### src/rtl/imuldiv_int_div_iterative_param.sv
// Iterative restoring radix-2 divider producing one quotient bit per cycle, signed or
// unsigned, with remainder; val/rdy request and response handshakes with backpressure.
module imuldiv_int_div_iterative_param #(
   parameter int W = 32
) (
   input  logic           clk,
   input  logic           reset,
   input  logic           divreq_msg_fn,
   input  logic [W-1:0]   divreq_msg_a,
   input  logic [W-1:0]   divreq_msg_b,
   input  logic           divreq_val,
   output logic           divreq_rdy,
   output logic [2*W-1:0] divresp_msg_result,
   output logic           divresp_val,
   input  logic           divresp_rdy
);
   localparam int CW = $clog2(W) + 1;
   localparam logic FN_SIGNED = 1'b0;

   typedef enum logic [1:0] {
      IDLE = 2'd0,
      CALC = 2'd1,
      DONE = 2'd2
   } state_t;

   state_t        state_r;
   logic [CW-1:0] cnt_r;
   logic          sign_a_r;
   logic          sign_b_r;
   logic          dz_r;
   logic [W-1:0]  b_mag_r;
   logic [W-1:0]  rem_r;
   logic [W-1:0]  q_r;

   logic          sign_a_s;
   logic          sign_b_s;
   logic [W:0]    rem_sh_s;
   logic [W+1:0]  diff_s;
   logic          nonneg_s;
   logic [W-1:0]  rem_next_s;
   logic [W-1:0]  q_next_s;

   function automatic logic [W-1:0] cond_neg(input logic [W-1:0] v, input logic neg);
      logic [W-1:0] r;
      if (neg) begin
         r = ~v + {{(W-1){1'b0}}, 1'b1};
      end else begin
         r = v;
      end
      return r;
   endfunction

   // Operand signs at acceptance and one restoring step on the partial remainder.
   always_comb begin
      sign_a_s = (divreq_msg_fn == FN_SIGNED) ? divreq_msg_a[W-1] : 1'b0;
      sign_b_s = (divreq_msg_fn == FN_SIGNED) ? divreq_msg_b[W-1] : 1'b0;
      rem_sh_s = {rem_r, q_r[W-1]};
      diff_s   = {1'b0, rem_sh_s} - {2'b00, b_mag_r};
      // A successful subtraction always leaves less than the divisor, so bit W is clear too.
      nonneg_s = (diff_s[W+1:W] == 2'b00);
      if (nonneg_s) begin
         rem_next_s = diff_s[W-1:0];
         q_next_s   = {q_r[W-2:0], 1'b1};
      end else begin
         rem_next_s = rem_sh_s[W-1:0];
         q_next_s   = {q_r[W-2:0], 1'b0};
      end
   end

   // Control FSM, datapath registers, result fixup and registered handshake outputs.
   always_ff @(posedge clk) begin
      if (reset) begin
         state_r            <= IDLE;
         cnt_r              <= {CW{1'b0}};
         sign_a_r           <= 1'b0;
         sign_b_r           <= 1'b0;
         dz_r               <= 1'b0;
         b_mag_r            <= {W{1'b0}};
         rem_r              <= {W{1'b0}};
         q_r                <= {W{1'b0}};
         divreq_rdy         <= 1'b1;
         divresp_val        <= 1'b0;
         divresp_msg_result <= {(2*W){1'b0}};
      end else begin
         case (state_r)
            IDLE: begin
               if (divreq_val && divreq_rdy) begin
                  sign_a_r   <= sign_a_s;
                  sign_b_r   <= sign_b_s;
                  dz_r       <= (divreq_msg_b == {W{1'b0}});
                  q_r        <= cond_neg(divreq_msg_a, sign_a_s);
                  b_mag_r    <= cond_neg(divreq_msg_b, sign_b_s);
                  rem_r      <= {W{1'b0}};
                  cnt_r      <= CW'(W);
                  state_r    <= CALC;
                  divreq_rdy <= 1'b0;
               end
            end
            CALC: begin
               rem_r <= rem_next_s;
               q_r   <= q_next_s;
               cnt_r <= cnt_r - CW'(1);
               if (cnt_r == CW'(1)) begin
                  // With a zero divisor every step subtracts nothing, so the remainder
                  // collects |a| and restoring the dividend sign yields the raw dividend.
                  divresp_msg_result <= {cond_neg(rem_next_s, sign_a_r),
                                         dz_r ? {W{1'b1}} : cond_neg(q_next_s, sign_a_r ^ sign_b_r)};
                  divresp_val        <= 1'b1;
                  state_r            <= DONE;
               end
            end
            DONE: begin
               if (divresp_val && divresp_rdy) begin
                  divresp_val <= 1'b0;
                  divreq_rdy  <= 1'b1;
                  state_r     <= IDLE;
               end
            end
            default: begin
               state_r     <= IDLE;
               cnt_r       <= {CW{1'b0}};
               divreq_rdy  <= 1'b1;
               divresp_val <= 1'b0;
            end
         endcase
      end
   end
endmodule
### config.mk
export PLATFORM = sky130hd
export DESIGN_NAME = imuldiv_int_div_iterative_param
export DESIGN_NICKNAME = d
export VERILOG_FILES = /design/src/rtl/imuldiv_int_div_iterative_param.sv
export SDC_FILE = /design/constraint.sdc
export NUM_CORES = 1
export LEC_CHECK = 0
export BUFFER_PORTS_ARGS = -buffer_cell sky130_fd_sc_hd__buf_4
export CAP_MARGIN = 0
export CORE_AREA = 2 2 145 147
export CTS_CLUSTER_SIZE = 10
export DETAILED_ROUTE_END_ITERATION = 7
export DIE_AREA = 0 0 147 149
export PLACE_DENSITY = 0.92
export SLEW_MARGIN = 40
export SYNTH_ARGS = -nofsm -noshare
export SYNTH_HDL_FRONTEND = slang
export SYNTH_SLANG_ARGS = --single-unit
### constraint.sdc
create_clock -name clk -period 8.84 [get_ports clk]
set_clock_uncertainty 0.1 [all_clocks]
set_input_delay 0.442 -clock clk [delete_from_list [all_inputs] [get_ports clk]]
set_output_delay 0.442 -clock clk [all_outputs]
set_load 0.02 [all_outputs]
==> results.md, run 1 <==
- Along the worst path, the maximum fanout reaches 67.
- The run finished with clean final reports.
- The synthesized cell area is ~12000 µm².
- The number of antenna violations at the first check in global routing is 1.
- The total setup violations reported at the end of the flow is 0.
- The peak supply drop is around 170 µV.
- Leaving out fill and tap cells, the most frequent cells in the layout are sky130_fd_sc_hd__nor2_1, sky130_fd_sc_hd__nand2_1, sky130_fd_sc_hd__dfxtp_1.
- The worst path needs 6.27 ns of the cycle, external delays included.
- The kind of end point of the critical path is a flop.
- Across all register-to-register paths, the minimum setup slack is about 2.6 ns.
- The most critical setup path has its startpoint at q_r[31]$_SDFFE_PP0P_.
- The filler cells instantiated in the layout total around 1700.
- The number of global-route vias before repair is approximately 11000.
- The worst hold path begins at divreq_msg_b[0].
- In this run, CTS created clock tree buffers numbering 17.
- The fraction of layout instances using a drive strength above 1 is between 10% and 20%.
- CTS saw ~170 sinks.
- TritonCTS built the clock tree.
- At the end of routability-driven placement, the weighted congestion stood at approximately 0.98.
- The synthesized netlist contains 85 unique library cells.
- The final max-slew violation count came to 0.
- Static timing analysis puts the maximum clock frequency at ~0.16 GHz.
- The area growth from synthesis to layout is 14.0%.
- The share of synthesized area occupied by flip-flops and latches is between 20% and 30%.
- The routed length per placed instance is about 19 µm.
- The worst reg2reg path startpoint is q_r[31]$_SDFFE_PP0P_.
- The net count reported at finish is 1794.
- The post-route worst hold slack is 0.175 ns.
- The hold buffer count at cts is 0.
- After detailed routing, the total wire length is roughly 38 mm.
- The post-synthesis async set-or-reset flop share is 0%.
- Power spread over the standard cell area amounts to approximately 160 nW/µm².
- The region available for standard cell placement spans approximately 20000 µm².
- Data arrives at the worst endpoint at 6.48 ns.
- The share of the clock period used by the worst path after layout is 71.0%.
- The global-route wire length before repair is 59.7 mm.
- Before antenna repair, the detailed router went through 7 iterations.
- The area occupied by multi-input gates is just under 8000 µm².
- For the worst flop-to-flop path, the logic depth is 24.
- The worst setup path is launched from a flop.
- The number of nets in the synthesized netlist is 1728.
- Dividing the synthesized area by the synthesized cell count gives approximately 7.4 µm².
- After detailed routing, the number of vias per cell comes to around 6.4.
- The number of DRC violations after detailed routing is 0.
- Global routing used between 30% and 40% of the available tracks.
- The post-CTS repair timing setup buffer count is 0.
- The critical path class is flop to flop.
- Once detail routing completed, the nets flagged for antenna violations numbered 0.
- Port buffering added approximately 130 buffers.
- The floorplan has 53 rows.
- For this block, the via count after detailed routing is roughly 13000.
- Headroom to the max-slew limit came out at a little under half.
- The most frequent standard cell in the layout excluding fill and tap cells is sky130_fd_sc_hd__nor2_1.
- The number of enable-type register cells in the synthesized netlist is 0.
- The longest clock path from root to sink contains 2 buffers.
- The pin count of the biggest net entering global routing is 94.
- The final design area excluding fillers is about 14000 µm².
- Setup repair after global routing left no endpoint under its margin.
- After detailed placement, the total cell area comes to approximately 13000 µm².
- After clock tree synthesis, the clock-pin slew on the worst setup and hold paths is 0.08 ns.
- The horizontal die dimension is 147 µm.
- In the final layout, flip-flops and latches occupy between 3000 and 4000 µm².
- The number of design-rule violations left by the first detailed-router iteration is between 1000 and 1500.
- Once the floorplan was initialized, standard cells occupied 58.0% of the core.
- The cell at the root of the clock tree is sky130_fd_sc_hd__clkbuf_16.
- The total overflow left after global routing is 0.
- The CTS H-tree depth is 4.
- The final core utilization is 66.2%.
- The tool flagged a number of max-cap violations equal to 0.
- In the final timing run, aggregate negative setup slack is 0 ns.
- The class of the tightest hold or removal check is input port to flop.
- The number of cells traversed by the worst hold path is 3.
- Post-CTS repair changed the size of 0 cells.
- The data required time of the critical path is roughly 9.0 ns.
- The flip-flop cell with the highest count after synthesis is sky130_fd_sc_hd__dfxtp_1.
- The estimated wirelength of the detail-placed design is 27.8 mm.
- For this design the static power due to leakage is approximately 0.0053 µW.
- After technology mapping, the gate count stands at between 1500 and 2000.
- The clock network latency to the later pin of the worst-skew pair is 0.44 ns.
- For the pin with the worst max-slew slack, the measured transition is 0.819 ns.
- The yosys synthesis warning count is 0.
- 0 antenna diodes ended up in the layout.
- The number of endpoints with negative hold slack in the final report is 0.
- The area enclosed by the die boundary is approximately 22000 µm².
- Measured along the y axis, the die boundary spans around 150 µm.
- The I/O pin total is 135.
- Counting flops and latches in the post-synthesis netlist gives around 170.
==> cell type report <==
| cell class | count | area share, % |
|---|---|---|
| multi-input cells | 1294 | 58.0 |
| flip-flops and latches | 173 | 25.5 |
| repair buffers | 145 | 8.03 |
| clock buffers | 18 | 3.23 |
| well taps | 275 | 2.53 |
| inverters | 55 | 1.52 |
| clock inverters | 14 | 1.23 |
==> synthesized netlist by cell type, drive strengths merged, types with 16 or more instances <==
cell,count,area (µm²)
inv,55,206
xnor2,67,587
mux2i,23,230
nor2,207,782
xor2,64,561
a22oi,31,233
o31ai,21,163
nand3,38,190
clkbuf,70,263
buf,28,146
a211oi,32,265
a31oi,39,250
ha,38,475
o21ai,100,504
nand2b,16,100
nor3,63,327
nand2,178,673
dfxtp,173,3460
a21oi,164,828
or3,16,100
==> path summary, 6_finish.rpt <==
path | end
min | b_mag_r[0]$_SDFFE_PP0P_
max | divresp_msg_result[52]$_SDFFE_PP0P_
max reg2reg | divresp_msg_result[52]$_SDFFE_PP0P_
min reg2reg | b_mag_r[19]$_SDFFE_PP0P_
==> layer usage <==
| metal | vias to the layer above | part of all wire, % | global-route usage, % |
|---|---|---|---|
| li1 | 5978 | - | - |
| met1 | 5899 | 41 | 44.9 |
| met2 | 677 | 46 | 54.3 |
| met3 | 109 | 8.6 | 5.23 |
| met4 | 4 | 4.1 | 14.4 |
| met5 | - | 0.11 | 0 |
==> flip-flops by register name, indices dropped and copies added (netlist names) <==
register / flops
sign_b_r: 1
cnt_r: 6
dz_r: 1
q_r: 32
rem_r: 32
divreq_rdy: 1
divresp_val: 1
divresp_msg_result: 64
b_mag_r: 32
state_r: 2
sign_a_r: 1
==> worst max-delay path, cell delays in order (launching register included) <==
cell and delay (ns):
sky130_fd_sc_hd__dfxtp_1 0.35, sky130_fd_sc_hd__inv_1 0.06, sky130_fd_sc_hd__ha_1 0.16, sky130_fd_sc_hd__inv_1 0.06
sky130_fd_sc_hd__fa_1 0.42, sky130_fd_sc_hd__a211oi_1 0.31, sky130_fd_sc_hd__o211ai_1 0.21, sky130_fd_sc_hd__nand2_1 0.16
sky130_fd_sc_hd__a211oi_2 0.10, sky130_fd_sc_hd__o21a_1 0.25, sky130_fd_sc_hd__nor3_4 0.17, sky130_fd_sc_hd__buf_4 0.64
sky130_fd_sc_hd__inv_2 0.54, sky130_fd_sc_hd__nand2_1 0.17, sky130_fd_sc_hd__o21ai_0 0.16, sky130_fd_sc_hd__inv_1 0.12
sky130_fd_sc_hd__ha_1 0.25, sky130_fd_sc_hd__nand2_1 0.09, sky130_fd_sc_hd__nor3_1 0.40, sky130_fd_sc_hd__nand4b_1 0.25
sky130_fd_sc_hd__mux2_2 0.38, sky130_fd_sc_hd__o21ai_1 0.25, sky130_fd_sc_hd__a21boi_1 0.23, sky130_fd_sc_hd__xnor2_1 0.14
sky130_fd_sc_hd__a21oi_1 0.09
==> stage by stage <==
step / worst slack, ns / total power (µW) / std cells
after detailed placement: 2.83 / 1440 / 1942
after global placement: 3.01 / 1430 / 1942
after CTS: 2.76 / 2210 / 1974
final: 2.57 / 2220 / 1974
after floorplan: 4.02 / 1270 / 1620
after global routing: 2.04 / 2310 / 1974
==> report_power, final <==
part / switching, µW / leakage, µW / total [µW] / internal (µW)
Clock: 367 / 0.000288 / 779 / 412
Sequential: 42.1 / 0.00141 / 861 / 819
Combinational: 381 / 0.00361 / 583 / 202
==> cell families after synthesis <==
kind of cell | Yosys count | synth area share, %
AOI/OAI and AO/OA | 497 | 26.8
adders and majority gates | 39 | 4.15
xor gates and xnor gates | 131 | 9.62
muxes | 26 | 2.21
buffers and inverters | 153 | 5.16
and+or+nand+nor | 601 | 23.0
DFF | 173 | 29.0
Note: power is estimated with default switching activity, not from simulation.
==> run 2: changes to the inputs <==
Settings changed: ABC_AREA set to 1, CORE_AREA 2 2 145 147 to 2 2 148 150, DIE_AREA 0 0 147 149 to 0 0 150 152, PLACE_DENSITY 0.92 to 0.93.
Clock period 8.84 ns to 6.4 ns, I/O delays scaled along.
==> run 2 against run 1 <==
  * Global-route usage increased by 3.3 points
  * Worst hold slack worse by 0.12 ns
  * Die area increased by 4.1%
  * Clock-buffer cell count unchanged
  * Wire length increased by 12%
==> results.md, run 2 <==
- The filler cell count in the final layout was 2017 (+16%).
- The share of the clock period used by the worst path after layout was 75.0% (+4.0 points).
- The quantity of I/O buffers inserted on ports is 134 (unchanged).
- The initial core utilization is 59.0% (+0.94 points).
- The post-synthesis async set-or-reset flop share is 0% (unchanged).
- The synthesized cell area is 12600 µm² (+5.5%).
- The number of library cell types mapped by synthesis is 49 (-42%).
- The post-cts resize count was 0 (unchanged).
- The residual antenna-violating net count after detailed routing came to 0 (unchanged).
- The endpoint identified for the worst register-to-register timing path is divresp_msg_result[30]$_SDFFE_PP0P_.
- The net count reported at finish is 2293 (+28%).
- The number of max-cap violations was 0 (unchanged).
- The worst setup path is launched from a flop.
- The number of flip-flops under the largest register name was 64 (unchanged).
- The worst hold path begins at divreq_msg_b[0].
- The number of endpoints with negative hold slack in the final report is 0 (unchanged).
- In the layout the commonest cells are sky130_fd_sc_hd__nand2_1, sky130_fd_sc_hd__inv_1, sky130_fd_sc_hd__nor2_1.
- The number of instances in the synthesized netlist is 2100 (+30%).
- The I/O pin total is 135 (unchanged).
- The area occupied by multi-input gates is 7730 µm² (-2.0%).
- The total area of sequential cells came to 3460 µm² (unchanged).
- The number of synthesized register bits is 173 (unchanged).
- The power per cell area is 235 nW/µm² (+44%).
- The routability-driven placement congestion ratio is 1.04 (+5.6%).
- The CTS H-tree depth came to 4 (unchanged).
- The worst-case reg-to-reg path depth is 26 (+8.3%).
- The tree is rooted in a sky130_fd_sc_hd__clkbuf_16.
- The share of synthesized area occupied by flip-flops and latches is 27.5% (-1.5 points).
- The total setup violations reported at the end of the flow is 0 (unchanged).
- Setup repair after global routing left no endpoint under its margin.
- The number of global-route vias before repair is 13000 (+14%).
- The most numerous cell type found on the critical path is sky130_fd_sc_hd__nand2_1.
- The detailed-routing iteration count for the pre-antenna-repair pass is 8 (+1).
- The CTS tree is yes.
- Among all flip-flop cells after synthesis, the most frequent one is sky130_fd_sc_hd__dfxtp_1.
- The mean instance size in the synthesized netlist is 6.00 µm² (-19%).
- The sum of routed wire length over all layers is 42.0 mm (+12%).
- After synthesis, the cell types taking the most area are sky130_fd_sc_hd__dfxtp_1, sky130_fd_sc_hd__nand2_1, sky130_fd_sc_hd__inv_1.
- STA classifies the critical path endpoint as a flop.
- The number of antenna violations at the first check in global routing came to 1 (unchanged).
- The post-detailed-route via-to-cell ratio was 5.73 (-11%).
- The largest area contributor in the netlist is sky130_fd_sc_hd__dfxtp_1.
- The aggregate negative setup slack came to 0 ns (unchanged).
- The measured slew at the worst slew-check pin is 0.813 ns (-0.00608 ns).
- The clock period minus worst slack was 4.80 ns (-1.48 ns).
- The estimated wirelength of the detail-placed design came to 31.8 mm (+14%).
- The number of buffers created by CTS is 17 (unchanged).
- The top cell type's share of synthesized area is 27.5% (-1.5 points).
- The global-route wire length before repair was 67.5 mm (+13%).
- The remaining global-route overflow came to 0 (unchanged).
- The clock sink count came to 173 (unchanged).
- The via count was 14200 (+12%).
- The yosys synthesis warning count is 0 (unchanged).
- The clock-pin slew of the registers on the worst-case setup and hold paths is 0.07 ns (about the same).
- The area of the core region came to 21400 µm² (+3.9%).
- The worst setup path is of the flop to flop kind.
- The library cell used most frequently in the layout, excluding fill and tap cells, is sky130_fd_sc_hd__nand2_1.
- The register-to-register path setup slack is 1.60 ns (-0.96 ns).
- The area enclosed by the die boundary came to 22800 µm² (+4.1%).
- The maximum number of buffers from clock root to sink is 2 (unchanged).
- The largest stage delay on the critical path is 0.47 ns (-0.17 ns).
- The number of DRC violations after detailed routing was 0 (unchanged).
- The final max-slew violation count is 0 (unchanged).
- The cell with the largest stage delay on the worst path is sky130_fd_sc_hd__fa_1.
- The post-CTS repair timing setup buffer count is 0 (unchanged).
- The number of enable-type register cells in the synthesized netlist is 0 (unchanged).
- The pin count of the biggest net entering global routing came to 91 (-3.2%).
- The number of nets produced by synthesis is 2208 (+28%).
- The global router's overall resource usage is 36.9% (+3.3 points).
- The routed length per placed instance is 17.0 µm (-11%).
- The area growth from synthesis to layout is 13.5%.
- The remaining max-slew budget at the tightest pin is 45.7% (+0.28 points).
- The die extent in y is 152 µm (+2.0%).
- The endpoint arrival time on the critical path is 5.03 ns (-1.45 ns).
- The run finished with clean final reports.
- The number of design-rule violations left by the first detailed-router iteration is 1314 (-8.4%).
- The startpoint identified for the worst register-to-register timing path is q_r[31]$_SDFFE_PP0P_.
- The horizontal die dimension is 150 µm (+2.0%).
- The post-route worst hold slack is 0.0587 ns (-0.116 ns).
- The register containing the most flip-flops in the final layout is divresp_msg_result.
- The commonest cells after synthesis are sky130_fd_sc_hd__nand2_1, sky130_fd_sc_hd__inv_1, sky130_fd_sc_hd__nor2_1.
- sky130_fd_sc_hd__nand2_1 is the most common cell in the netlist.
- The highest clock rate is 0.208 GHz (+31%).
- The largest driver fanout on the critical path was 22 (-67%).
- The path with the worst hold slack has its endpoint at b_mag_r[0]$_SDFFE_PP0P_.
- The min-delay analysis places its worst path in the category input port to flop.
- The data required time of the critical path is 6.63 ns (-2.41 ns).
- The hold buffer count at cts is 0 (unchanged).
- The number of standard-cell rows in the floorplan is 54 (+1.9%).
- The placed cell count came to 2446 (+26%).
- The leakage power was 0.00720 µW (+36%).
- The number of cells traversed by the worst hold path is 3 (unchanged).
- The fraction of layout instances using a drive strength above 1 was 11.6% (-1.2 points).
- The number of standard cells in the layout, taps in and fillers out is 2478 (+26%).
- The clock network latency to the later pin of the worst-skew pair is 0.44 ns (about the same).
- The peak supply drop is 178 µV (+6.0%).
[run 2: cell count changes after synthesis, sizes merged, moves of 21 or more]
cell,delta
nor3,-36
mux2i,-23
xnor2,-47
nor2,+51
a22oi,-31
inv,+234
nand2,+453
a21oi,-21
a211oi,-30
nand4,+26
xor2,-27
nand3,+71
[run 2: critical path, delay by kind of cell, from the launching register on]
kind            cells  cell delay [ns]
simple gates       18             2.88
fa+ha+maj           3             0.83
flops               1             0.33
buf+inv             3             0.22
compound gates      1             0.17
xor+xnor            1             0.14
[run 2: where the power goes]
part / total [µW] / internal (µW) / switching (µW) / leakage, µW
Sequential: 1230 / 1160 / 77.9 / 0.00141
Clock: 1040 / 545 / 494 / 0.000276
Combinational: 1080 / 340 / 740 / 0.00551
Total: 3350 / 2040 / 1310 / 0.00720
[run 2: cells by family after synthesis]
logic type	after synthesis	share of synthesized area (%)
flops	173	27.5
compound gates	357	15.9
buf+inv	369	11.3
xor+xnor	57	3.97
simple gates	1105	37.5
fa+ha+maj	39	3.94
[run 2: worst max-delay path by stage]
stage / from / end / cells past startpoint
global route: q_r[31]$_SDFFE_PP0P_ / divresp_msg_result[28]$_SDFFE_PP0P_ / 25
floorplan: q_r[31]$_SDFFE_PP0P_ / divresp_msg_result[30]$_SDFFE_PP0P_ / 27
CTS: q_r[31]$_SDFFE_PP0P_ / divresp_msg_result[30]$_SDFFE_PP0P_ / 26
global placement: q_r[31]$_SDFFE_PP0P_ / divresp_msg_result[30]$_SDFFE_PP0P_ / 26
detailed placement: q_r[31]$_SDFFE_PP0P_ / divresp_msg_result[30]$_SDFFE_PP0P_ / 26
finish: q_r[31]$_SDFFE_PP0P_ / divresp_msg_result[30]$_SDFFE_PP0P_ / 26
[run 2: area by class of cell]
cell class	count	share of cell area, %
Sequential cell	173	24.2
Timing Repair Buffer	145	7.64
Multi-Input combinational cell	1558	54.1
Inverter	290	7.62
Clock inverter	13	0.954
Clock buffer	18	3.00
Antenna cell	1	0.0175
Tap cell	280	2.45
[run 2: layer usage]
metal,global-route usage [%],part of all wire (%),vias up,routed length [µm]
met2,59.6,46,714,19400
met1,48.0,41,6447,17200
met4,17.2,4.7,0,1970
met5,0,0,-,0
li1,-,-,6917,-
met3,6.22,8.1,131,3410
[run 2: metrics by stage]
| stage | utilization, % | power, µW | worst slack, ns | area, µm² |
|---|---|---|---|---|
| 2_1_floorplan | - | 1970 | 2.56 | 12600 |
| 5_1_grt | 66.9 | 3520 | 1.25 | 14300 |
| 3_3_place_gp | 64.3 | 2290 | 1.94 | 13700 |
| 4_1_cts | 66.9 | 3330 | 1.70 | 14300 |
| 6_report | 66.9 | 3350 | 1.60 | 14300 |
| 3_5_place_dp | 64.3 | 2310 | 1.81 | 13700 |
